===== src/rtl/fec_pkg.sv =====
// Shared types and sizing constants for the downlink transmit scheduler.
package fec_pkg;

  typedef enum logic [2:0] {
    S_IDLE      = 3'd0,
    S_START     = 3'd1,
    S_WAIT_BUSY = 3'd2,
    S_WAIT_DONE = 3'd3,
    S_GAP       = 3'd4
  } dl_sched_state_t;

  localparam int DL_SCHED_NUM_REQ   = 4;
  localparam int DL_SCHED_GAP_WIDTH = 8;
  localparam int DL_MSG_TAG_WIDTH   = 4;
  localparam int DL_MSG_LEN_WIDTH   = 8;

endpackage


===== src/rtl/rr_arbiter.sv =====
// Combinational round-robin arbiter: searches from i_ptr+1 upward, wrapping,
// and returns the first asserted request as a one-hot grant.
module rr_arbiter #(
  parameter int N = 4
) (
  input  logic [N-1:0]         i_req,
  input  logic [$clog2(N)-1:0] i_ptr,
  output logic [N-1:0]         o_grant,
  output logic                 o_valid
);

  localparam int PW = $clog2(N);

  always_comb begin : search
    logic [PW-1:0] w_idx;
    o_grant = '0;
    o_valid = 1'b0;
    w_idx   = '0;
    for (int i = 1; i <= N; i++) begin
      w_idx = PW'((32'(i_ptr) + i) % N);
      if (!o_valid && i_req[w_idx]) begin
        o_grant[w_idx] = 1'b1;
        o_valid        = 1'b1;
      end
    end
  end

endmodule


===== src/rtl/dl_tx_scheduler.sv =====
// Round-robin scheduler sharing one downlink controller among NUM_REQ requesters.
// Define DL_SCHED_TIMEOUT_EN to add a WAIT_BUSY/WAIT_DONE watchdog (timeout_err).
module dl_tx_scheduler
  import fec_pkg::*;
#(
  parameter int NUM_REQ       = DL_SCHED_NUM_REQ,
  parameter int GAP_WIDTH     = DL_SCHED_GAP_WIDTH,
  parameter int TIMEOUT_WIDTH = 16
) (
  input  logic                                    clk,
  input  logic                                    rst,
  input  logic                                    i_sched_en,
  input  logic [NUM_REQ-1:0]                      i_req,
  input  logic [NUM_REQ-1:0]                      i_req_enc_used,
  input  logic [NUM_REQ-1:0][DL_MSG_LEN_WIDTH-1:0] i_req_msg_len,
  input  logic [GAP_WIDTH-1:0]                    i_gap_cycles,
  input  logic [TIMEOUT_WIDTH-1:0]                i_timeout_limit,
  input  logic                                    i_dl_done,
  output logic                                    o_dl_start,
  output logic                                    o_enc_used,
  output logic [DL_MSG_LEN_WIDTH-1:0]             o_msg_len,
  output logic [DL_MSG_TAG_WIDTH-1:0]             o_msg_tag,
  output logic [NUM_REQ-1:0]                      o_grant,
  output logic [NUM_REQ-1:0]                      o_ack,
  output logic                                    o_busy,
  output logic                                    o_timeout_err
);

  localparam int PW = $clog2(NUM_REQ);

  dl_sched_state_t               r_state, w_next;
  logic [PW-1:0]                 r_ptr, r_win, w_arb_idx;
  logic [NUM_REQ-1:0]            r_grant, w_arb_gnt;
  logic                          w_arb_vld, r_enc;
  logic [DL_MSG_LEN_WIDTH-1:0]   r_len;
  logic [DL_MSG_TAG_WIDTH-1:0]   r_tag;
  logic [GAP_WIDTH-1:0]          r_gap;
  logic                          w_grant_go, w_done_ok, w_to, w_fin;

  rr_arbiter #(.N(NUM_REQ)) u_arb (
    .i_req   (i_req),
    .i_ptr   (r_ptr),
    .o_grant (w_arb_gnt),
    .o_valid (w_arb_vld)
  );

  always_comb begin
    w_arb_idx = '0;
    for (int i = 0; i < NUM_REQ; i++)
      if (w_arb_gnt[i]) w_arb_idx = PW'(i);
  end

  assign w_grant_go = (r_state == S_IDLE) && i_sched_en && w_arb_vld && i_dl_done;
  assign w_done_ok  = (r_state == S_WAIT_DONE) && i_dl_done;
  assign w_fin      = w_done_ok | w_to;

`ifdef DL_SCHED_TIMEOUT_EN
  // Counter reads k in the k-th cycle after START, so expiry lands exactly limit cycles after START.
  logic [TIMEOUT_WIDTH-1:0] r_wd;

  always_ff @(posedge clk or posedge rst) begin
    if (rst)                        r_wd <= '0;
    else if (r_state == S_START)    r_wd <= TIMEOUT_WIDTH'(1);
    else if (r_state == S_WAIT_BUSY || r_state == S_WAIT_DONE)
                                    r_wd <= r_wd + 1'b1;
  end

  assign w_to = (r_state == S_WAIT_BUSY || (r_state == S_WAIT_DONE && !i_dl_done)) &&
                (i_timeout_limit != '0) && (r_wd == i_timeout_limit);
`else
  logic w_unused_timeout;
  assign w_unused_timeout = ^i_timeout_limit;
  assign w_to             = 1'b0;
`endif

  always_ff @(posedge clk or posedge rst) begin
    if (rst) r_state <= S_IDLE;
    else     r_state <= w_next;
  end

  always_comb begin
    w_next        = r_state;
    o_dl_start    = (r_state == S_START);
    o_busy        = (r_state != S_IDLE);
    o_ack         = w_fin ? r_grant : '0;
    o_timeout_err = w_to;
    unique case (r_state)
      S_IDLE:      if (w_grant_go) w_next = S_START;
      S_START:     w_next = S_WAIT_BUSY;
      S_WAIT_BUSY: if (!i_dl_done) w_next = S_WAIT_DONE;
      S_WAIT_DONE: w_next = S_WAIT_DONE;
      S_GAP:       if (r_gap == '0) w_next = S_IDLE;
      default:     w_next = S_IDLE;
    endcase
    if (w_fin) w_next = (i_gap_cycles != '0) ? S_GAP : S_IDLE;
  end

  // Frame attributes are captured once at grant and held until the next grant.
  always_ff @(posedge clk or posedge rst) begin
    if (rst) begin
      r_ptr   <= PW'(NUM_REQ - 1);
      r_win   <= '0;
      r_grant <= '0;
      r_enc   <= 1'b0;
      r_len   <= '0;
      r_tag   <= '0;
      r_gap   <= '0;
    end else begin
      if (w_grant_go) begin
        r_win   <= w_arb_idx;
        r_grant <= w_arb_gnt;
        r_enc   <= i_req_enc_used[w_arb_idx];
        r_len   <= i_req_msg_len[w_arb_idx];
      end
      if (w_fin) begin
        r_grant <= '0;
        r_ptr   <= r_win;
        r_gap   <= i_gap_cycles - 1'b1;
        if (!w_to) r_tag <= r_tag + 1'b1;
      end else if (r_state == S_GAP && r_gap != '0) begin
        r_gap <= r_gap - 1'b1;
      end
    end
  end

  assign o_grant    = r_grant;
  assign o_enc_used = r_enc;
  assign o_msg_len  = r_len;
  assign o_msg_tag  = r_tag;

endmodule


===== config.mk =====
export PLATFORM = sky130hd
export DESIGN_NAME = dl_tx_scheduler
export DESIGN_NICKNAME = d
export VERILOG_FILES = /design/src/rtl/fec_pkg.sv /design/src/rtl/rr_arbiter.sv /design/src/rtl/dl_tx_scheduler.sv
export SDC_FILE = /design/constraint.sdc
export NUM_CORES = 1
export LEC_CHECK = 0
export ABC_AREA = 0
export ABC_CLOCK_PERIOD_IN_PS = 4200
export BUFFER_PORTS_ARGS = -buffer_cell sky130_fd_sc_hd__buf_4
export CAP_MARGIN = 20
export CORE_AREA = 2 2 79 81
export CTS_CLUSTER_SIZE = 24
export DETAILED_ROUTE_END_ITERATION = 8
export DIE_AREA = 0 0 81 83
export PLACE_DENSITY = 0.67
export SLEW_MARGIN = 20
export SYNTH_ARGS = -nofsm -noshare
export SYNTH_HDL_FRONTEND = slang
export SYNTH_HIERARCHICAL = 1
export SYNTH_SLANG_ARGS = --single-unit

===== constraint.sdc =====
create_clock -name clk -period 4.2 [get_ports clk]
set_clock_uncertainty 0.05 [all_clocks]
set_input_delay 0 -clock clk [delete_from_list [all_inputs] [get_ports clk]]
set_output_delay 0 -clock clk [all_outputs]
set_load 0.01 [all_outputs]

==> results of run 1 <==
## worst max-delay path, cell delays in order, from the launching register on
cell,delay (ns)
dfstp_2,0.62
inv_1,0.19
ha_1,0.45
mux2i_1,0.26
o2111ai_1,0.13
o21ai_0,0.38
a221o_1,0.64
mux2i_1,0.24
o21ai_0,0.09
mux2i_1,0.19
a21oi_1,0.09
## cell families after synthesis
family / count (synthesis) / synth area share, %
simple gates: 99 / 21.94
compound gates: 51 / 13.80
mux: 32 / 14.90
flops: 32 / 35.29
buf+inv: 22 / 4.563
fa+ha+maj: 10 / 5.498
xor+xnor: 10 / 3.848
other cells: 1 / 0.1648
## how the worst min path moves through the flow
stage | start | to | slack, ns | depth (start not counted)
after floorplan | rst | o_enc_used | 0.06 | 1
after global placement | rst | o_msg_len[4] | 0.07 | 3
after detailed placement | rst | o_msg_len[4] | 0.07 | 3
after CTS | i_gap_cycles[2] | r_gap[2] | 0.003 | 4
after global routing | i_req_msg_len[28] | o_msg_len[4] | 0.01 | 3
final | i_req_msg_len[28] | o_msg_len[4] | 0.01 | 3
## power by group through the flow
| stage | combinational (mW) | sequential (mW) | clock (mW) |
|---|---|---|---|
| after floorplan | 0.751 | 0.608 | 0 |
| after global placement | 1.07 | 0.608 | 0 |
| after detailed placement | 1.09 | 0.611 | 0 |
| after CTS | 1.10 | 0.610 | 0.296 |
| after global routing | 1.22 | 0.634 | 0.308 |
| final | 1.09 | 0.610 | 0.286 |
## cell type report
| cell class | count | area [sq um] | area share, % |
|---|---|---|---|
| Tap cell | 75 | 93.84 | 2.994 |
| Clock inverter | 2 | 35.03 | 1.118 |
| Inverter | 10 | 37.54 | 1.198 |
| Sequential cell | 32 | 803.3 | 25.63 |
| Multi-Input combinational cell | 203 | 1371 | 43.75 |
| Timing Repair Buffer | 91 | 720.7 | 22.99 |
| Clock buffer | 6 | 72.57 | 2.315 |
## state kept, by name (all words and copies together) (netlist names)
name	count
o_enc_used	1
o_grant	4
o_msg_len	8
o_msg_tag	4
r_gap	8
r_ptr	2
r_state	3
r_win	2
## synthesized netlist by cell type, types with 4 or more instances
| library cell | number | area [sq um] |
|---|---|---|
| nand2b_1 | 4 | 25.02 |
| xor2_1 | 4 | 35.03 |
| xnor2_1 | 6 | 52.55 |
| ha_1 | 10 | 125.1 |
| and2_1 | 5 | 31.28 |
| nand2_1 | 33 | 123.9 |
| o21ai_0 | 16 | 80.08 |
| nand3_1 | 6 | 30.03 |
| dfrtp_1 | 30 | 750.7 |
| a221o_1 | 4 | 40.04 |
| inv_1 | 10 | 37.54 |
| clkbuf_1 | 8 | 30.03 |
| mux2i_1 | 29 | 290.3 |
| nor2_1 | 24 | 90.09 |
| nor3_1 | 4 | 20.02 |
| a21oi_1 | 20 | 100.1 |
## layer usage
metal	up-vias	share of wire (%)	track usage (%)
met1	988	43	20.40
met4	0	0.86	4.622
met3	5	8.0	4.457
met5	-	0	0
li1	1086	-	-
met2	71	48	28.93
## through the flow
step,cell area (sq um),total power [mW]
after global placement,2892,1.679
final,3134,1.987
after CTS,3119,2.005
after floorplan,2276,1.359
after detailed placement,2892,1.699
after global routing,3134,2.159
==> results.yml, run 1 <==
finish:
  synthToLayoutAreaGrowth_pct: 37.71
  layout-drive-gt1-share_pct: 27.62
  final_core_util_pct: 53.89
  final_cell_mix: "78 x buf_4, 33 x nand2_1, 30 x dfrtp_1, 29 x mux2i_1, 23 x nor2_1"
  final_net_count: 421
  instances_no_fill: 419
  layout_commonest_cell: "buf_4"
  fillers: 570
  num_antenna_cells: 0
route:
  drc_errors: 0
  wirelength_mm: 5.456
  drt_iter0_drc: 103
  wl_per_cell_microns: 13.02
  first_pass_iters: 4
  ant_nets: 0
  vias_per_cell: 5.131
  vias: 2150
worst_setup_path:
  setup.worst_path.end_class: "register"
  critPathCapture: "o_msg_len[4]"
  arrival_ns: 3.57
  cp_max_fo: 10
  critPathKind: "reg -> reg"
  startpoint_type: "register"
  rr_endpoint: "o_msg_len[4]"
  worstPathRequired_ns: 4.31
  crit_start: "r_ptr[0]"
  reg2reg_from: "r_ptr[0]"
  reg2reg_depth: 10
  r2r_setup_slack_ns: 0.75
power:
  p_clk_share_pct: 14.4
  swShare_pct: 41.25
  p_per_area_nw_per_um2: 634.0
  p_int_mw: 1.167
  power.leakage_nw: 1.428
  switching_power_uw: 819.6
  seqPwrFrac_pct: 30.7
  ir_drop_v: 0.0002898
  combPwrFrac_pct: 54.9
run_status:
  outcome: "finished, final reports clean"
synth:
  synthCells: 257
  yosysSeqAreaShare_pct: 35.29
  synth_area_sq_um: 2276
  synth_area_per_cell_sq_um: 8.856
  synth_seq_cells: 32
  synth_edf_count: 0
  async_flop_share_pct: 100.0
  syn_nets: 335
  synth_flop_cell: "dfrtp_1"
  ys_types: 46
  ys_warn_count: 6
place:
  port_buffers: 74
  dp.cells: 398
  place_congestion: 0.8113
  place_hpwl_mm: 3.954
  place_ws_ns: 0.7164
timing:
  fin_crit_sh_pct: 82.24
  finalCriticalPeriod_ns: 3.454
  hold_viol: 0
  setup-violations-final: 0
  whs_ns: 0.009722
  tightest_slew_ns: 0.6807
  slew_headroom_pct: 54.61
  fin_setup_tns_ns: 0
  maxSlewViolCount: 0
  max_freq_mhz: 289.5
  setup_ws_ns: 0.7458
  rsz0062_at_grt: "no"
die:
  die_width_microns: 81
  rows: 28
  die_h_microns: 83
  core_sq_um: 5816
  io_pins: 92
  initial_utilization_pct: 39.14
  die_area_sq_um: 6723
grt:
  grt_overflow: 0
  antenna_found_initial: 0
  grt_use_total_pct: 16.82
  grt_pass1_wl_mm: 9.018
  first_global_vias: 2054
  grt_max_degree: 33
clocking:
  clock-sinks: 32
  cts_made_buffers: 5
  worstSkewPairLatency_ns: 0.28
  cts_buffer_depth: 2
  root_buffer: "clkbuf_8"
  cts_tree: "yes"
  ctsResizeCount: 0
  post-cts-setup-buffers: 0
  cts_hold_buf: 12
  clk_pin_slew_ns: 0.07
  cts_max_level: 2
worst_hold_path:
  hold_path_class: "in -> reg"
flow_run:
  cap_violations: 0
Power figures use the tool's default switching activity.
==> run 2: changes to the inputs <==
Settings changed: ABC_CLOCK_PERIOD_IN_PS 4200 to 2950, PLACE_DENSITY 0.67 to 0.69.
Clock period 4.2 ns to 2.95 ns, I/O delays scaled along.
==> run 2 against run 1 <==
- flip-flop and latch count unchanged
- first-iteration DRC count down 11%
- combinational power up 60%
- sequential power up 35%
- design area up 3.8%
- highest routed layer unchanged
- via count up 1.7%
- sequential share of layout area down 0.94 points
- critical endpoint unchanged
- routed wire length down 0.57%
- clock power up 60%
- count of clock-buffer cells in the layout up 1
==> results.yml, run 2 (synthesis gave the netlist of run 1 again) <==
route:
  wirelength_met1_mm: 2.382
  vias: 2187
  wl_per_cell_microns: 12.62
  top_layer_used: "met4"
  drt_iter0_drc: 92
  drc_errors: 0
  wl_met2_mm: 2.651
  wl_met3_microns: 372
  wirelength_mm: 5.425
  vias_per_cell: 5.086
  first_pass_iters: 6
  ant_nets: 0
worst_setup_path:
  critical_path.cell_chain: "inv_1, ha_2, mux2_2, nand4_1, o21ai_2, buf_4, a221o_1, buf_4, o21ai_0, mux2i_1, a21oi_1"
  worstPathRequired_ns: 3.11
  arrival_ns: 2.91
  path_buf_inv: 3
  cp_slowest_stage_delay_ns: 0.53
  reg2reg_from: "r_ptr[1]"
  r2r_setup_slack_ns: 0.20
  cp_max_fo: 21
  critPathKind: "reg -> reg"
  setup.worst_path.end_class: "register"
  critPathTopFamily: "compound AO/OA/AOI/OAI gates"
  worst_path_max_delay_cell: "dfstp_2"
  rr_endpoint: "o_msg_len[4]"
  startpoint_type: "register"
  cp_common_cell: "buf_4"
  reg2reg_depth: 11
timing:
  tightest_slew_ns: 0.5709
  max_freq_mhz: 363.9
  maxSlewViolCount: 0
  hold_viol: 0
  fin_crit_sh_pct: 93.14
  setup-violations-final: 0
  finalCriticalPeriod_ns: 2.748
  whs_ns: 0.007707
  slew_headroom_pct: 61.88
power:
  p_clk_share_pct: 15.1
  p_int_mw: 1.821
  ir_drop_v: 0.0004013
  p_per_area_nw_per_um2: 928.8
  finalPower_mw: 3.021
  power.leakage_nw: 1.498
  seqPwrFrac_pct: 27.3
  combPwrFrac_pct: 57.5
  swShare_pct: 39.72
  switching_power_mw: 1.200
grt:
  grt_max_degree: 31
  grt_overflow: 0
  grt_pass1_wl_mm: 9.446
  grt_use_total_pct: 17.47
  first_global_vias: 2146
  antenna_found_initial: 0
die:
  io_pins: 92
  die_h_microns: 83
  initial_utilization_pct: 39.14
  core_sq_um: 5816
  die_area_sq_um: 6723
  die_width_microns: 81
  rows: 28
run_status:
  outcome: "finished, final reports clean"
clocking:
  cts_buffer_depth: 2
  cts_max_level: 2
  worstSkewPairLatency_ns: 0.28
  clock-sinks: 32
  cts_tree: "yes"
  clk_pin_slew_ns: 0.06
  cts_made_buffers: 5
  root_buffer: "clkbuf_8"
finish:
  final_cell_mix: "88 x buf_4, 33 x nand2_1, 30 x dfrtp_1, 29 x mux2i_1, 23 x nor2_1"
  num_antenna_cells: 0
  layout_commonest_cell: "buf_4"
  synthToLayoutAreaGrowth_pct: 42.94
  fillers: 560
  layout-drive-gt1-share_pct: 30.70
  final_net_count: 432
worst_hold_path:
  hold_path_class: "in -> reg"
  hold_path_end: "r_gap[3]"
  min_from: "i_gap_cycles[3]"
  holdPathStages: 4
place:
  port_buffers: 74
  place_hpwl_mm: 3.955
  place_congestion: 0.8581
flow_run:
  cap_violations: 0
## run 2: stage by stage
stage          setup TNS, ns  cells  instance area, sq um  setup slack [ns]  util (%)
3_3_place_gp               0    406                  2964            0.1218     50.97
6_report                   0    430                  3253            0.2023     55.94
4_1_cts                    0    427                  3221           0.01039     55.38
3_5_place_dp               0    406                  2964           0.02119     50.97
5_1_grt             -0.01725    430                  3253          -0.01645     55.94
2_1_floorplan              0    257                  2277           0.03266         -
## run 2: power groups by stage
stage | combinational [mW] | clock (mW) | sequential (mW)
after floorplan | 1.07 | 0 | 0.866
after global placement | 1.67 | 0 | 0.828
after detailed placement | 1.70 | 0 | 0.829
after CTS | 1.72 | 0.468 | 0.826
after global routing | 1.96 | 0.488 | 0.861
final | 1.74 | 0.457 | 0.825
## run 2: routing by layer
metal	global-route usage [%]	vias up
met4	3.236	0
met5	0	-
met1	22.07	1003
met2	29.45	69
met3	5.217	3
li1	-	1112
## run 2: layout make-up
type | instances | area, sq um | area share, %
multi-input combinational | 203 | 1381 | 42.46
timing repair buffer | 102 | 810.8 | 24.92
sequential | 32 | 803.3 | 24.69
clock buffer | 7 | 96.34 | 2.962
tap | 75 | 93.84 | 2.885
inverter | 10 | 37.54 | 1.154
clock inverter | 1 | 30.03 | 0.9231
## run 2: worst max path at each step
| stage | start | to | slack (ns) | depth (start not counted) |
|---|---|---|---|---|
| floorplan | r_ptr[1] | o_enc_used | 0.03 | 10 |
| global placement | r_ptr[1] | o_msg_len[6] | 0.12 | 11 |
| detailed placement | r_ptr[1] | o_msg_len[6] | 0.02 | 11 |
| CTS | r_ptr[1] | o_msg_len[6] | 0.01 | 11 |
| global route | r_ptr[1] | o_msg_len[3] | -0.02 | 11 |
| finish | r_ptr[1] | o_msg_len[4] | 0.20 | 11 |
## run 2: what timing repair did
item                                    CTS  global route
gates resized for setup                   0             5
endpoints found under the setup margin    0            10
setup buffers                             0             3
endpoints found under the hold margin    37             0
hold buffers                             13             0
## run 2: worst min-delay path: stages
cell and delay (ns):
buf_4 0.11, xor2_1 0.06, nand2_1 0.05, o21ai_0 0.07
==> run 3: changes to the inputs <==
Settings changed: REMOVE_ABC_BUFFERS from default to 1.
==> run 3 against run 2 <==
- combinational power down 3%
- utilization down 0.49 points
- worst hold slack better by 0.018 ns
- highest routed layer unchanged
- sequential power up 1%
- routed wire length up 4.4%
- critical endpoint is now o_enc_used
- via count down 1.1%
- worst setup slack worse by 0.011 ns
==> results.yml, run 3 (synthesis gave the netlist of run 1 again) <==
clocking:
  cts_tree: "yes"
  cts_max_level: 2
  cts_buffer_depth: 2
  clk_pin_slew_ns: 0.07
  worstSkewPairLatency_ns: 0.28
  root_buffer: "clkbuf_8"
  clock-sinks: 32
  post-cts-setup-buffers: 0
  cts_made_buffers: 5
worst_setup_path:
  critPathKind: "reg -> reg"
  arrival_ns: 2.87
  setup.worst_path.end_class: "register"
  startpoint_type: "register"
  cp_max_fo: 11
  worstPathRequired_ns: 3.06
grt:
  grt_use_total_pct: 17.89
  first_global_vias: 2148
  grt_overflow: 0
  antenna_found_initial: 0
  grt_pass1_wl_mm: 9.556
  grt_max_degree: 33
die:
  die_width_microns: 81
  core_sq_um: 5816
  die_area_sq_um: 6723
  initial_utilization_pct: 39.14
  rows: 28
  die_h_microns: 83
  io_pins: 92
finish:
  final_cell_mix: "84 x buf_4, 33 x nand2_1, 30 x dfrtp_1, 29 x mux2i_1, 23 x nor2_1"
  fillers: 536
  final_net_count: 430
  instances_no_fill: 428
  synthToLayoutAreaGrowth_pct: 41.67
  final_cell_area_sq_um: 3224
  layout-drive-gt1-share_pct: 29.46
  num_antenna_cells: 0
  layout_commonest_cell: "buf_4"
timing:
  whs_ns: 0.02567
  hold_viol: 0
  tightest_slew_ns: 0.5559
  slew_headroom_pct: 62.65
  fin_crit_sh_pct: 93.50
  finalCriticalPeriod_ns: 2.758
  maxSlewViolCount: 0
  rsz0062_at_grt: "no"
  fin_setup_tns_ns: 0
  max_freq_mhz: 362.5
  setup-violations-final: 0
place:
  place_congestion: 0.8803
  place_hpwl_mm: 4.137
  dp.cells: 405
  port_buffers: 74
  placed_cell_area_sq_um: 2957
route:
  drt_iter0_drc: 75
  wirelength_mm: 5.662
  vias: 2162
  vias_per_cell: 5.051
  first_pass_iters: 4
  drc_errors: 0
  ant_nets: 0
  wl_per_cell_microns: 13.23
power:
  p_per_area_nw_per_um2: 913.4
  ir_drop_v: 0.0003956
  power.leakage_nw: 1.471
flow_run:
  cap_violations: 0
run_status:
  outcome: "finished, final reports clean"
worst_hold_path:
  hold_path_class: "in -> reg"
run 3: worst paths after layout:
check | start | to | slack, ns | cells past startpoint
worst max register to register | r_ptr[1] | o_enc_used | 0.19 | 11
worst min register to register | o_msg_tag[3] | o_msg_tag[3] | 0.42 | 1
worst max-delay path | r_ptr[1] | o_enc_used | 0.19 | 11
min in group asynchronous | rst | r_gap[7] | 0.31 | 4
max in group asynchronous | rst | r_ptr[0] | 2.22 | 4
worst min-delay path | i_gap_cycles[6] | r_gap[6] | 0.03 | 4
run 3: through the flow:
stage	setup WS (ns)	power (mW)	utilization (%)
finish	0.1917	2.945	55.44
global route	0.02657	3.213	55.44
CTS	0.01442	2.965	55.34
detailed placement	0.02074	2.516	50.84
global placement	0.1243	2.473	50.84
floorplan	-0.02298	1.885	-
run 3: power breakdown:
| group | switching (mW) | leakage, nW | internal (mW) |
|---|---|---|---|
| Combinational | 0.849 | 1.04 | 0.842 |
| Clock | 0.172 | 0.0541 | 0.250 |
| Sequential | 0.181 | 0.378 | 0.652 |
| Total | 1.20 | 1.47 | 1.74 |
run 3: routing by layer:
layer | vias up | global-route usage [%] | share of wire (%)
met4 | 0 | 5.085 | 0.90
li1 | 1099 | - | -
met2 | 60 | 32.08 | 52
met5 | - | 0 | 0
met3 | 4 | 5.000 | 5.5
met1 | 999 | 20.23 | 42
run 3: worst max-delay path: stages, from the launching register on:
cell,delay [ns]
dfstp_2,0.53
inv_1,0.08
ha_2,0.41
mux2i_1,0.25
mux2_2,0.27
mux2i_1,0.20
a221o_1,0.18
buf_12,0.16
mux2i_1,0.19
o21ai_1,0.10
mux2i_1,0.13
a21oi_1,0.08
run 3: final cells by class:
class / instances / area, sq um / share of cell area [%]
multi-input combinational: 203 / 1378 / 42.72
clock buffer: 5 / 68.82 / 2.134
sequential: 32 / 803.3 / 24.91
timing repair buffer: 100 / 800.8 / 24.84
inverter: 10 / 37.54 / 1.164
clock inverter: 3 / 42.54 / 1.319
tap: 75 / 93.84 / 2.910
run 3: what timing repair did:
| action | CTS | global route |
|---|---|---|
| hold endpoints to repair | 45 | 0 |
| resized for setup | 0 | 4 |
| hold buffers | 15 | 0 |
| endpoints found under the setup margin | 0 | 9 |
